$ cat src/rtl/bus_acq_pkg.sv
// Shared types and defaults for the round-robin bus-acquisition arbiter.
package bus_acq_pkg;

  localparam int N_REQ_DEF      = 4;
  localparam int ACK_WAIT_DEF   = 4;
  localparam int MAX_TENURE_DEF = 64;

  typedef enum logic [1:0] {
    IDLE    = 2'd0,
    GRANT   = 2'd1,
    BUSY    = 2'd2,
    RELEASE = 2'd3
  } state_t;

  // Width of a saturating counter that must be able to hold max_val.
  function automatic int cnt_w(input int max_val);
    return (max_val < 1) ? 1 : $clog2(max_val + 1);
  endfunction

endpackage

$ cat src/rtl/bus_acq_arbiter_rr_picker.sv
// Round-robin first-one finder: scans req upward from rr_ptr, wrapping at N_REQ-1.
// Purely combinational; no flow control.
module rr_picker
  import bus_acq_pkg::*;
#(
  parameter int N_REQ = N_REQ_DEF
) (
  input  logic [N_REQ-1:0]         req,
  input  logic [$clog2(N_REQ)-1:0] rr_ptr,
  output logic                     valid,
  output logic [$clog2(N_REQ)-1:0] idx,
  output logic [N_REQ-1:0]         onehot
);

  localparam int IW = $clog2(N_REQ);
  localparam logic [N_REQ-1:0] ONE = {{(N_REQ-1){1'b0}}, 1'b1};

  always_comb begin
    int            cand;
    logic [IW-1:0] cand_idx;
    valid    = 1'b0;
    idx      = '0;
    cand     = 0;
    cand_idx = '0;
    for (int k = 0; k < N_REQ; k++) begin
      cand = int'(rr_ptr) + k;
      if (cand >= N_REQ) cand = cand - N_REQ;
      cand_idx = cand[IW-1:0];
      if (!valid && req[cand_idx]) begin
        valid = 1'b1;
        idx   = cand_idx;
      end
    end
    onehot = valid ? (ONE << idx) : '0;
  end

endmodule

$ cat src/rtl/bus_acq_arbiter.sv
// Round-robin arbiter for a framed shared bus with grant-ack and tenure timeouts.
// Grant one cycle after req; a timeout drops grant and pulses time_out together.
module bus_acq_arbiter
  import bus_acq_pkg::*;
#(
  parameter int N_REQ      = N_REQ_DEF,
  parameter int ACK_WAIT   = ACK_WAIT_DEF,
  parameter int MAX_TENURE = MAX_TENURE_DEF
) (
  input  logic                     clk,
  input  logic                     rst,
  input  logic [N_REQ-1:0]         req,
  input  logic                     frame,
  output logic [N_REQ-1:0]         grant,
  output logic                     acquired,
  output logic [$clog2(N_REQ)-1:0] owner,
  output logic                     time_out
);

  localparam int IW = $clog2(N_REQ);
  localparam int WW = cnt_w(ACK_WAIT);
  localparam int TW = cnt_w(MAX_TENURE);
  localparam logic [WW-1:0] WAIT_LIM = WW'(ACK_WAIT);
  localparam logic [TW-1:0] TEN_LIM  = TW'(MAX_TENURE);
  localparam logic [IW-1:0] LAST_IDX = IW'(N_REQ - 1);

  state_t           state_q, state_d;
  logic [N_REQ-1:0] grant_q, grant_d;
  logic             acquired_q, acquired_d;
  logic [IW-1:0]    owner_q, owner_d;
  logic             time_out_q, time_out_d;
  logic [IW-1:0]    rr_ptr_q, rr_ptr_d;
  logic [WW-1:0]    wait_cnt_q, wait_cnt_d;
  logic [TW-1:0]    ten_cnt_q, ten_cnt_d;

  logic             pick_vld;
  logic [IW-1:0]    pick_idx;
  logic [N_REQ-1:0] pick_oh;
  logic [IW-1:0]    owner_inc;
  logic [WW-1:0]    wait_inc;
  logic [TW-1:0]    ten_inc;

  rr_picker #(.N_REQ(N_REQ)) u_picker (
    .req    (req),
    .rr_ptr (rr_ptr_q),
    .valid  (pick_vld),
    .idx    (pick_idx),
    .onehot (pick_oh)
  );

  // Saturating increments; the timeout fires when the incremented value reaches its limit.
  assign owner_inc = (owner_q == LAST_IDX) ? '0 : owner_q + 1'b1;
  assign wait_inc  = (wait_cnt_q >= WAIT_LIM) ? wait_cnt_q : wait_cnt_q + 1'b1;
  assign ten_inc   = (ten_cnt_q >= TEN_LIM) ? ten_cnt_q : ten_cnt_q + 1'b1;

  always_comb begin
    state_d    = state_q;
    grant_d    = grant_q;
    acquired_d = acquired_q;
    owner_d    = owner_q;
    time_out_d = 1'b0;
    rr_ptr_d   = rr_ptr_q;
    wait_cnt_d = wait_cnt_q;
    ten_cnt_d  = ten_cnt_q;

    unique case (state_q)
      IDLE: begin
        if (!frame && pick_vld) begin
          state_d    = GRANT;
          grant_d    = pick_oh;
          owner_d    = pick_idx;
          wait_cnt_d = '0;
        end
      end
      GRANT: begin
        if (frame) begin
          state_d    = BUSY;
          acquired_d = 1'b1;
          ten_cnt_d  = '0;
        end else if (!req[owner_q]) begin
          state_d  = IDLE;
          grant_d  = '0;
          rr_ptr_d = owner_inc;
        end else if (wait_inc >= WAIT_LIM) begin
          state_d    = RELEASE;
          grant_d    = '0;
          time_out_d = 1'b1;
          rr_ptr_d   = owner_inc;
        end else begin
          wait_cnt_d = wait_inc;
        end
      end
      BUSY: begin
        if (!frame) begin
          state_d    = RELEASE;
          grant_d    = '0;
          acquired_d = 1'b0;
          rr_ptr_d   = owner_inc;
        end else if (ten_inc >= TEN_LIM) begin
          state_d    = RELEASE;
          grant_d    = '0;
          acquired_d = 1'b0;
          time_out_d = 1'b1;
          rr_ptr_d   = owner_inc;
        end else begin
          ten_cnt_d = ten_inc;
        end
      end
      RELEASE: begin
        // A forcibly released master may still be driving frame; wait for the bus to go idle.
        if (!frame) state_d = IDLE;
      end
      default: state_d = IDLE;
    endcase
  end

  always_ff @(posedge clk) begin
    if (rst) begin
      state_q    <= IDLE;
      grant_q    <= '0;
      acquired_q <= 1'b0;
      owner_q    <= '0;
      time_out_q <= 1'b0;
      rr_ptr_q   <= '0;
      wait_cnt_q <= '0;
      ten_cnt_q  <= '0;
    end else begin
      state_q    <= state_d;
      grant_q    <= grant_d;
      acquired_q <= acquired_d;
      owner_q    <= owner_d;
      time_out_q <= time_out_d;
      rr_ptr_q   <= rr_ptr_d;
      wait_cnt_q <= wait_cnt_d;
      ten_cnt_q  <= ten_cnt_d;
    end
  end

  assign grant    = grant_q;
  assign acquired = acquired_q;
  assign owner    = owner_q;
  assign time_out = time_out_q;

endmodule

$ cat config.mk
export PLATFORM = sky130hd
export DESIGN_NAME = bus_acq_arbiter
export DESIGN_NICKNAME = d
export VERILOG_FILES = /design/src/rtl/bus_acq_pkg.sv /design/src/rtl/bus_acq_arbiter_rr_picker.sv /design/src/rtl/bus_acq_arbiter.sv
export SDC_FILE = /design/constraint.sdc
export NUM_CORES = 1
export LEC_CHECK = 0
export CAP_MARGIN = 20
export CORE_ASPECT_RATIO = 1.25
export CORE_MARGIN = 3
export CORE_UTILIZATION = 59
export DETAILED_ROUTE_END_ITERATION = 10
export PLACE_DENSITY = 0.92
export SLEW_MARGIN = 5
export SYNTH_ARGS = -nofsm -noshare
export SYNTH_HDL_FRONTEND = slang
export SYNTH_SLANG_ARGS = --single-unit
$ cat constraint.sdc
create_clock -name clk -period 3.6 [get_ports clk]
set_input_delay 0.54 -clock clk [delete_from_list [all_inputs] [get_ports clk]]
set_output_delay 0.54 -clock clk [all_outputs]
set_load 0.03 [all_outputs]
==> metrics, run 1 <==
status=complete, no violations; net count after synthesis=175; Reg power frac=39.5%; synth cell count leaders=dfxtp_1, nor2_1, inv_1; worst path bufs/invs=1; Synth Area in Simple Gates=23.6%; Synth Area per Inst=8.50 um2; slew of the pin with the lowest slew margin=675 ps; root buffer cell=clkbuf_4; pwr/cell area=462 mW/mm2; min-delay src=ten_cnt_q[6]; # hold bufs at CTS=0; synthesized instance count=158; Core Area=0.00207 mm2; CTS H-tree lvls=1; Final Cell Area=0.00156 mm2; Tcrit/Tclk final=62.4%; worst-case vdd ir drop=424 uV; clock buffer depth=2; post-CTS sizing=0; post-synthesis sequential area ratio=32.8%; EDFF count, synth=0; Tmin final=2250 ps; Initial Util=64.8%; NetSw=0.240 mW; initial antenna violation count=0; Critical Path AT=2500 ps; Hold Path Class=reg -> reg; diodes inserted=0; synth warn=0; Slew headroom=54.6%; Top Ports=15; largest family of logic cells by synthesized area=simple AND/OR/NAND/NOR gates; CP Launch Type=input port; Die X-Extent=48.7 um; Slowest-stage cell, CP=clkdlybuf4s50_1; Clk Latency, worst-skew pair=310 ps; Pre-antenna DRT Iters=4; maxcap violations=0; worst hold margin=468 ps; TNS Setup=0 ps; internal cell power=0.481 mW; pin count of the biggest net entering global routing=16; synthesized area=0.00134 mm2; HPWL after DPL=2.24 mm; P_leak=0.646 nW; post-synth cell types=41; via/cell ratio=5.82; Setup Skew=3.07 ps; Compound-Gate Fraction of Synth Area=18.1%; ANT nets after route=0; Reg2Reg Setup Slack=1580 ps; Worst Hold Depth=2; clock power share=26.7%; DRT Wirelength=2.96 mm; Worst path max stage delay=730 ps; proportion of layout cells with a drive suffix above 1=4.62%; total clock sinks=22; Logic pwr share=33.7%; area leader, netlist=dfxtp_1; Rows=18; Async SR Flop Fraction=0%; switching power share of the total=33.3%; CTS tree=built; WL/cell=14.6 um; GRT Total Usage=21.8%; top-area cell type share of the netlist area=32.8%; Inserted Clock Buffers=3; Synth Area in Adders=9.32%; first-pass GRT wire length=4.86 mm; family with the most delay on the worst path=compound AO/OA/AOI/OAI gates; I/O Buffers=14; top-count cell post-synth=dfxtp_1; post-CTS setup buffers=0; RSZ-0062 raised after global routing=no; Via Count=1,181; crit-path max FO=11; critical setup path kind=in -> reg; Synth area leaders=dfxtp_1, ha_1, mux2i_1; Area Overhead vs Synth=16.3%; reg-to-reg endpoint=wait_cnt_q[1]; final hold vios=0; f_max=445 MHz; Total Die Area=0.00289 mm2; Final nets=191; required time worst endpoint=3860 ps; #FFs+latches synth=22; utilization after layout=75.4%; Min-Delay Endpoint=ten_cnt_q[6]; clock-pin transition on the worst setup and hold timing paths=130 ps; post-synthesis mux area share=8.20%; Placed Area=0.00151 mm2; R2R depth=6; Most used DFF post-synth=dfxtp_1; number of global-route vias before repair=1,148; cells along the critical path=clkdlybuf4s50_1 > nand2b_1 > a31oi_1 > o32a_4 > a21o_1 > mux2i_1; Chip Height=59.3 um; total congestion overflow=0; XOR/XNOR share of the synthesized area=3.26%; Placer Congestion=0.847; Remaining DRCs=0; Final setup viols=0; endpoint class of the critical path=register; number of DRC markers in iteration 0=48; fin. max-slew vios=0
[stage by stage]
stage | power [mW] | instances | worst slack, ps
6_report | 0.721 | 203 | 1350
5_1_grt | 0.756 | 203 | 1250
4_1_cts | 0.719 | 203 | 1430
3_5_place_dp | 0.528 | 199 | 1110
3_3_place_gp | 0.515 | 199 | 1170
2_1_floorplan | 0.461 | 158 | 1760
[cell usage in the layout, fill, tap and decap left out, types with 2 or more instances in the layout]
master,instances
clkdlybuf4s50_1,14
nor3_1,3
nand2_1,10
nor2_1,17
nand2b_1,9
and3b_1,2
o211ai_1,4
mux2i_1,11
a21o_1,2
and3_1,3
nand3b_1,2
inv_1,14
a21oi_1,7
dfxtp_1,22
ha_1,10
o21ai_0,3
a31oi_1,3
nand4_1,2
nand3_1,5
xor2_1,4
nor4_1,2
clkbuf_4,3
[worst reg2reg max path, cell delays in order, from the launching register on]
cell and delay (ps):
dfxtp_1 360, inv_1 120, ha_1 350, nor2b_1 240, o211ai_1 230, a221o_1 380
a32o_1 250
[worst max-delay path by stage]
stage                   from          end  slack (ps)  cells past startpoint
detailed placement    req[0]   state_q[0]        1110                      6
global route          req[0]     register        1250                      6
finish                 frame     grant[2]        1350                      6
CTS                    frame     grant[2]        1430                      6
global placement      req[0]   state_q[0]        1170                      6
floorplan           owner[1]  rr_ptr_q[0]        1760                      5
[flip-flops by register name, summed over array words and instances, names as in the netlist, named ones only]
| signal | flops |
|---|---|
| acquired | 1 |
| grant | 4 |
| owner | 2 |
| rr_ptr_q | 2 |
| state_q | 1 |
| ten_cnt_q | 7 |
| time_out | 1 |
| wait_cnt_q | 3 |
[routing by layer]
metal	wire [um]	GRT usage (%)	up-vias
met4	85	12.2	0
met2	1570	41.6	33
met5	0	0	-
met3	115	3.53	11
li1	-	-	588
met1	1190	22.7	549
[layout make-up]
cell class | instances | area, um2
clock inverter | 1 | 30.0
multi-input combinational | 119 | 838
tap | 30 | 37.5
timing repair buffer | 14 | 140
clock buffer | 3 | 22.5
fill | 157 | 510
inverter | 14 | 52.6
sequential | 22 | 440
[logic make-up after synthesis]
kind of cell | Yosys count
DFF | 22
and+or+nand+nor | 61
AOI/OAI and AO/OA | 32
adders and majority gates | 10
xor gates and xnor gates | 5
muxes | 11
buffers and inverters | 17
[power by group through the flow]
| stage | logic [mW] | clock network [mW] | registers, mW |
|---|---|---|---|
| 2_1_floorplan | 0.157 | 0 | 0.303 |
| 3_3_place_gp | 0.226 | 0 | 0.289 |
| 3_5_place_dp | 0.238 | 0 | 0.291 |
| 4_1_cts | 0.241 | 0.193 | 0.285 |
| 5_1_grt | 0.265 | 0.202 | 0.289 |
| 6_report | 0.243 | 0.193 | 0.285 |
Power figures use the tool's default switching activity.
==> run 2, diff against run 1 <==
--- a/config.mk
+++ b/config.mk
@@ -8,9 +8,9 @@
 export CAP_MARGIN = 20
 export CORE_ASPECT_RATIO = 1.25
 export CORE_MARGIN = 3
-export CORE_UTILIZATION = 59
+export CORE_UTILIZATION = 50
 export DETAILED_ROUTE_END_ITERATION = 10
-export PLACE_DENSITY = 0.92
+export PLACE_DENSITY = 0.84
 export SLEW_MARGIN = 5
 export SYNTH_ARGS = -nofsm -noshare
 export SYNTH_HDL_FRONTEND = slang
==> constraint.sdc (replaced) <==
create_clock -name clk -period 1.8 [get_ports clk]
set_input_delay 0.27 -clock clk [delete_from_list [all_inputs] [get_ports clk]]
set_output_delay 0.27 -clock clk [all_outputs]
set_load 0.03 [all_outputs]
==> run 2 against run 1 <==
  * Combinational power grew to 2.5 times the previous value
  * Largest power group is now combinational cells
  * Critical endpoint is now grant[0]
  * Global-route usage grew 1.5 points
  * Critical path type unchanged
  * Total power grew 120%
==> metrics, run 2 (synthesis results as in run 1) <==
status=complete, no violations; final hold vios=0 (unchanged); Via Count=1,339 (+13%); proportion of layout cells with a drive suffix above 1=24.0% (+19 points); CTS H-tree lvls=1 (unchanged); Core Area=0.00250 mm2 (+21%); commonest cells after routing, fill and taps aside=buf_4, dfxtp_1, nor2_1; family with the most delay on the worst path=buffers and inverters; endpoint class of the critical path=register; cell mode on critical path=buf_4; Die X-Extent=52.3 um (+7.6%); initial antenna violation count=0 (unchanged); critical setup path kind=in -> reg; Slowest-stage cell, CP=clkdlybuf4s50_1; I/O Buffers=14 (unchanged); clock buffer depth=2 (unchanged); first-pass GRT wire length=5.89 mm (+21%); via/cell ratio=5.85 (+0.51%); GRT Total Usage=23.3% (+1.5 points); maxcap violations=0 (unchanged); WL/cell=16.8 um (+16%); CTS tree=built; slew of the pin with the lowest slew margin=346 ps (-329 ps); pin count of the biggest net entering global routing=15 (-1); cells along the critical path=clkdlybuf4s50_1 > buf_4 > nand2b_1 > a21oi_1 > a221oi_1 > buf_4 > or3b_2 > mux2i_1; Final setup viols=0 (unchanged); pwr/cell area=875 mW/mm2 (+89%); Final nets=214 (+12%); number of global-route vias before repair=1,381 (+20%); commonest non-fill, non-tap cell in the layout=buf_4; Hold Path Class=reg -> reg; DRT Wirelength=3.86 mm (+30%); Setup Skew=3.39 ps (+0.320 ps); total clock sinks=22 (unchanged); fillcell total=192 (+22%); max reg flops=7 (unchanged); Top Ports=15 (unchanged); f_max=558 MHz; diodes inserted=0 (unchanged); crit-path max FO=5 (-6); Rows=20 (+2); total congestion overflow=0 (unchanged); CP Launch Type=input port; Placer Congestion=0.796 (-6.0%); fin. max-slew vios=0 (unchanged); worst-case vdd ir drop=739 uV (+74%); Pre-antenna DRT Iters=4 (unchanged); Critical Path AT=2060 ps (-440 ps); Clk Latency, worst-skew pair=330 ps (+20 ps); ANT nets after route=0 (unchanged); HPWL after DPL=2.75 mm (+23%); Inserted Clock Buffers=3 (unchanged); Remaining DRCs=0 (unchanged); Tmin final=1790 ps; Largest Register=ten_cnt_q; Worst path max stage delay=500 ps (-230 ps); Area Overhead vs Synth=35.5%; Total Die Area=0.00335 mm2 (+16%); Chip Height=63.9 um (+7.8%); P_leak=0.768 nW (+19%); Non-Filler Instances=229 (+13%); multi-input logic area=912 um2 (+8.8%); worst path bufs/invs=3 (+2); clock-pin transition on the worst setup and hold timing paths=130 ps (about the same); root buffer cell=clkbuf_4; required time worst endpoint=2070 ps (-1790 ps); Tcrit/Tclk final=99.6%; FF+latch area=449 um2 (+2.0%); Slew headroom=76.9% (+22 points); dpl cells=224 (+13%); worst hold margin=467 ps (-1.43 ps); number of DRC markers in iteration 0=39 (-19%); Initial Util=53.7% (-11 points); TNS Setup=0 ps (unchanged)
==> run 2: cell count changes in the layout (fill, tap and decap cells not counted), moves of 2 or more <==
| cell | previous run | this run |
|---|---|---|
| mux2i_1 | 11 | 9 |
| ha_1 | 10 | 7 |
| nor4_2 | 0 | 2 |
| buf_4 | 0 | 23 |
| dfxtp_4 | 0 | 2 |
| ha_2 | 0 | 3 |
| nor4_1 | 2 | 0 |
| dfxtp_1 | 22 | 19 |
==> run 2: layout make-up <==
class | instances | share of cell area (%)
flip-flops and latches | 22 | 24.7
clock buffers | 3 | 1.24
well taps | 33 | 2.27
multi-input cells | 119 | 50.1
inverters | 14 | 2.89
repair buffers | 37 | 17.1
clock inverters | 1 | 1.65
==> run 2: per-layer routing <==
| metal | vias up | GRT usage, % | wire length [um] |
|---|---|---|---|
| li1 | 640 | - | - |
| met1 | 628 | 23.4 | 1410 |
| met2 | 52 | 41.3 | 2130 |
| met3 | 19 | 3.73 | 145 |
| met4 | 0 | 16.6 | 170 |
| met5 | - | 0 | 0 |
==> run 2: worst paths after layout <==
check	from	to	slack (ps)	cells after the start
worst max-delay path	req[1]	grant[0]	8	8
worst min-delay path	ten_cnt_q[6]	ten_cnt_q[6]	470	2
worst max register to register	owner[1]	rr_ptr_q[0]	20	5
worst min register to register	ten_cnt_q[6]	ten_cnt_q[6]	470	2
==> run 2: metrics by stage <==
step           total power [mW]  instance area, um2  util [%]  setup WS, ps
5_1_grt                    1.68                1820      72.7         -34.6
3_3_place_gp               1.11                1680      67.1          -208
2_1_floorplan             0.923                1350         -          52.9
3_5_place_dp               1.14                1680      67.1          -265
6_report                   1.59                1820      72.7          7.64
4_1_cts                    1.54                1750      69.8          4.96
==> run 2: timing repair <==
action / CTS / global route
hold buffers: 0 / 0
resized for setup: 4 / 16
setup buffers: 0 / 1
cloned: 0 / 0
endpoints found under the setup margin: 4 / 10
pin swaps: 0 / 3
==> run 2: worst min-delay path: stages (launching register included) <==
cell and delay, ps:
dfxtp_1 350, inv_1 50, nor2_1 40
==> run 2: where the power goes <==
group,leakage (nW),internal (mW),switching (mW)
logic,0.559,0.298,0.321
registers,0.180,0.535,0.0462
clock network,0.0279,0.226,0.166
==> run 3, diff against run 2 <==
--- a/config.mk
+++ b/config.mk
@@ -5,12 +5,13 @@
 export SDC_FILE = /design/constraint.sdc
 export NUM_CORES = 1
 export LEC_CHECK = 0
+export ABC_AREA = 0
 export CAP_MARGIN = 20
 export CORE_ASPECT_RATIO = 1.25
 export CORE_MARGIN = 3
-export CORE_UTILIZATION = 50
+export CORE_UTILIZATION = 35
 export DETAILED_ROUTE_END_ITERATION = 10
-export PLACE_DENSITY = 0.84
+export PLACE_DENSITY = 0.65
 export SLEW_MARGIN = 5
 export SYNTH_ARGS = -nofsm -noshare
 export SYNTH_HDL_FRONTEND = slang
==> run 3 against run 2 <==
  * Maximum frequency up 3.1%
  * Critical path depth shrank 3
  * Sequential share of layout area is 0.78 points lower
  * Via count shrank 4.0%
  * First-iteration DRC count is 36% higher
  * Clock power grew 20%
  * Final cell count grew 3.1%
  * Global-route usage decreased by 7.2 points
  * Critical path type is now reg -> reg
  * Highest routed layer unchanged
==> metrics, run 3 (synthesis results as in run 1) <==
clock-pin transition on the worst setup and hold timing paths=80 ps (-50 ps); Slowest-stage cell, CP=dfxtp_4; internal cell power=1.13 mW (+6.3%); Total Die Area=0.00462 mm2 (+38%); proportion of layout cells with a drive suffix above 1=23.4% (-0.63 points); final hold vios=0 (unchanged); Logic pwr share=36.1% (-2.8 points); Pre-antenna DRT Iters=4 (unchanged); reg-to-reg endpoint=grant[0]; I/O Buffers=14 (unchanged); clock buffer depth=2 (unchanged); endpoint class of the critical path=register; HPWL after DPL=2.60 mm (-5.7%); P_leak=0.832 nW (+8.3%); Critical Path AT=1890 ps (-170 ps); Die X-Extent=61.4 um (+17%); Largest Register=ten_cnt_q; Initial Util=37.6% (-16 points); Placed Area=0.00170 mm2 (+1.3%); total power=1.64 mW (+3.1%); Worst path max stage delay=400 ps (-100 ps); status=complete, no violations; Final nets=215 (+0.47%); initial antenna violation count=0 (unchanged); Top Ports=15 (unchanged); critical setup path kind=reg -> reg; ANT nets after route=0 (unchanged); WL/cell=14.1 um (-16%); family with the most delay on the worst path=compound AO/OA/AOI/OAI gates; Tcrit/Tclk final=96.6% (-3.0 points); fin. max-slew vios=0 (unchanged); CTS tree=built; required time worst endpoint=1950 ps (-120 ps); CTS H-tree lvls=1 (unchanged); worst path bufs/invs=0 (-3); reg2reg start=owner[1]; Setup Skew=7.00 ps (+3.61 ps); NetSw=0.516 mW (-3.3%); Worst Hold Depth=2 (unchanged); Hold Path Class=reg -> reg; R2R depth=5 (unchanged); number of DRC markers in iteration 0=53 (+36%); Placer Congestion=0.775 (-2.6%); worst-case vdd ir drop=405 uV (-45%); Chip Height=75.2 um (+18%); clock power share=28.7% (+4.1 points); Reg2Reg Setup Slack=60 ps (+40 ps); Remaining DRCs=0 (unchanged); cells along the critical path=mux2i_4 > and3b_1 > o32a_4 > a21o_1 > mux2i_1; dpl cells=232 (+3.6%); max reg flops=7 (unchanged); pwr/cell area=879 mW/mm2 (+0.40%); DRT Wirelength=3.33 mm (-14%); f_max=575 MHz (+3.1%); Rows=24 (+20%); Core Area=0.00357 mm2 (+43%); Inserted Clock Buffers=3 (unchanged); total congestion overflow=0 (unchanged); pin count of the biggest net entering global routing=15 (unchanged); total clock sinks=22 (unchanged); commonest non-fill, non-tap cell in the layout=buf_4; slew of the pin with the lowest slew margin=331 ps (-15.1 ps); crit-path max FO=5 (unchanged); Area Overhead vs Synth=39.1%; fillcell total=331 (+72%); maxcap violations=0 (unchanged); Slew headroom=77.8% (+0.94 points); Final Cell Area=0.00187 mm2 (+2.7%); GRT Total Usage=16.1% (-7.2 points); commonest cells after routing, fill and taps aside=buf_4, dfxtp_1, nor2_1; via/cell ratio=5.44 (-6.9%); first-pass GRT wire length=5.58 mm (-5.3%); Non-Filler Instances=236 (+3.1%); Via Count=1,285 (-4.0%); diodes inserted=0 (unchanged); # hold bufs at CTS=0 (unchanged); min-delay src=ten_cnt_q[6]; Reg power frac=35.2% (-1.3 points); post-CTS setup buffers=0 (unchanged); Clk Latency, worst-skew pair=270 ps (-60 ps); root buffer cell=clkbuf_8; switching power share of the total=31.4% (-2.1 points); Final setup viols=0 (unchanged); number of global-route vias before repair=1,330 (-3.7%); Min-Delay Endpoint=ten_cnt_q[6]; Tmin final=1740 ps (-54.0 ps); CP Launch Type=register
-- run 3: cell count changes in the layout (fill, tap and decap cells not counted), sizes merged --
cell           change
buf                +1
dlymetal6s2s       +5
clkdlybuf4s50      -5
-- run 3: per-layer routing --
metal	vias up	share of wire [%]	routed length [um]	global-route usage [%]
met4	0	1.8	60	6.37
met5	-	0	0	0
met2	30	55	1820	30.9
met3	8	3.3	111	2.40
li1	634	-	-	-
met1	613	40	1330	17.0
-- run 3: what timing repair did --
item                                   in CTS  in global routing
cloned                                      0                  0
pin swaps                                   0                  2
resized for setup                           3                 21
endpoints found under the hold margin       0                  0
setup endpoints to repair                   4                 11
-- run 3: tightest hold or removal path: stages, from the launching register on --
cell and delay [ps]:
dfxtp_1 340, inv_1 50, nor2_1 30
-- run 3: layout make-up --
class | instances | area (um2) | share of cell area (%)
flip-flops and latches | 22 | 447 | 23.9
well taps | 39 | 48.8 | 2.61
clock buffers | 3 | 41.3 | 2.21
multi-input cells | 119 | 913 | 48.9
inverters | 14 | 52.6 | 2.81
repair buffers | 38 | 335 | 18.0
clock inverters | 1 | 30.0 | 1.61
-- run 3: how the worst max path moves through the flow --
stage	startpoint	endpoint	depth (start not counted)
2_1_floorplan	register	wait_cnt_q[1]	7
3_3_place_gp	req[2]	register	7
3_5_place_dp	req[0]	grant[0]	6
4_1_cts	req[1]	grant[0]	6
5_1_grt	owner[1]	grant[0]	5
6_report	owner[1]	grant[0]	5
-- run 3: power groups by stage --
| stage | Clock, mW | Sequential (mW) | Combinational [mW] |
|---|---|---|---|
| 5_1_grt | 0.505 | 0.585 | 0.656 |
| 3_5_place_dp | 0 | 0.581 | 0.570 |
| 4_1_cts | 0.483 | 0.570 | 0.575 |
| 2_1_floorplan | 0 | 0.607 | 0.316 |
| 6_report | 0.471 | 0.578 | 0.592 |
| 3_3_place_gp | 0 | 0.577 | 0.551 |
-- run 3: per-stage QoR --
stage	setup WS (ps)	TNS [ps]	hold slack, ps	util (%)
global placement	-248	-2250	434	47.6
detailed placement	-315	-2950	443	47.6
global route	-3.07	-3.07	492	52.3
CTS	0.268	0	455	49.9
finish	61.7	0	460	52.3
floorplan	52.9	0	416	-
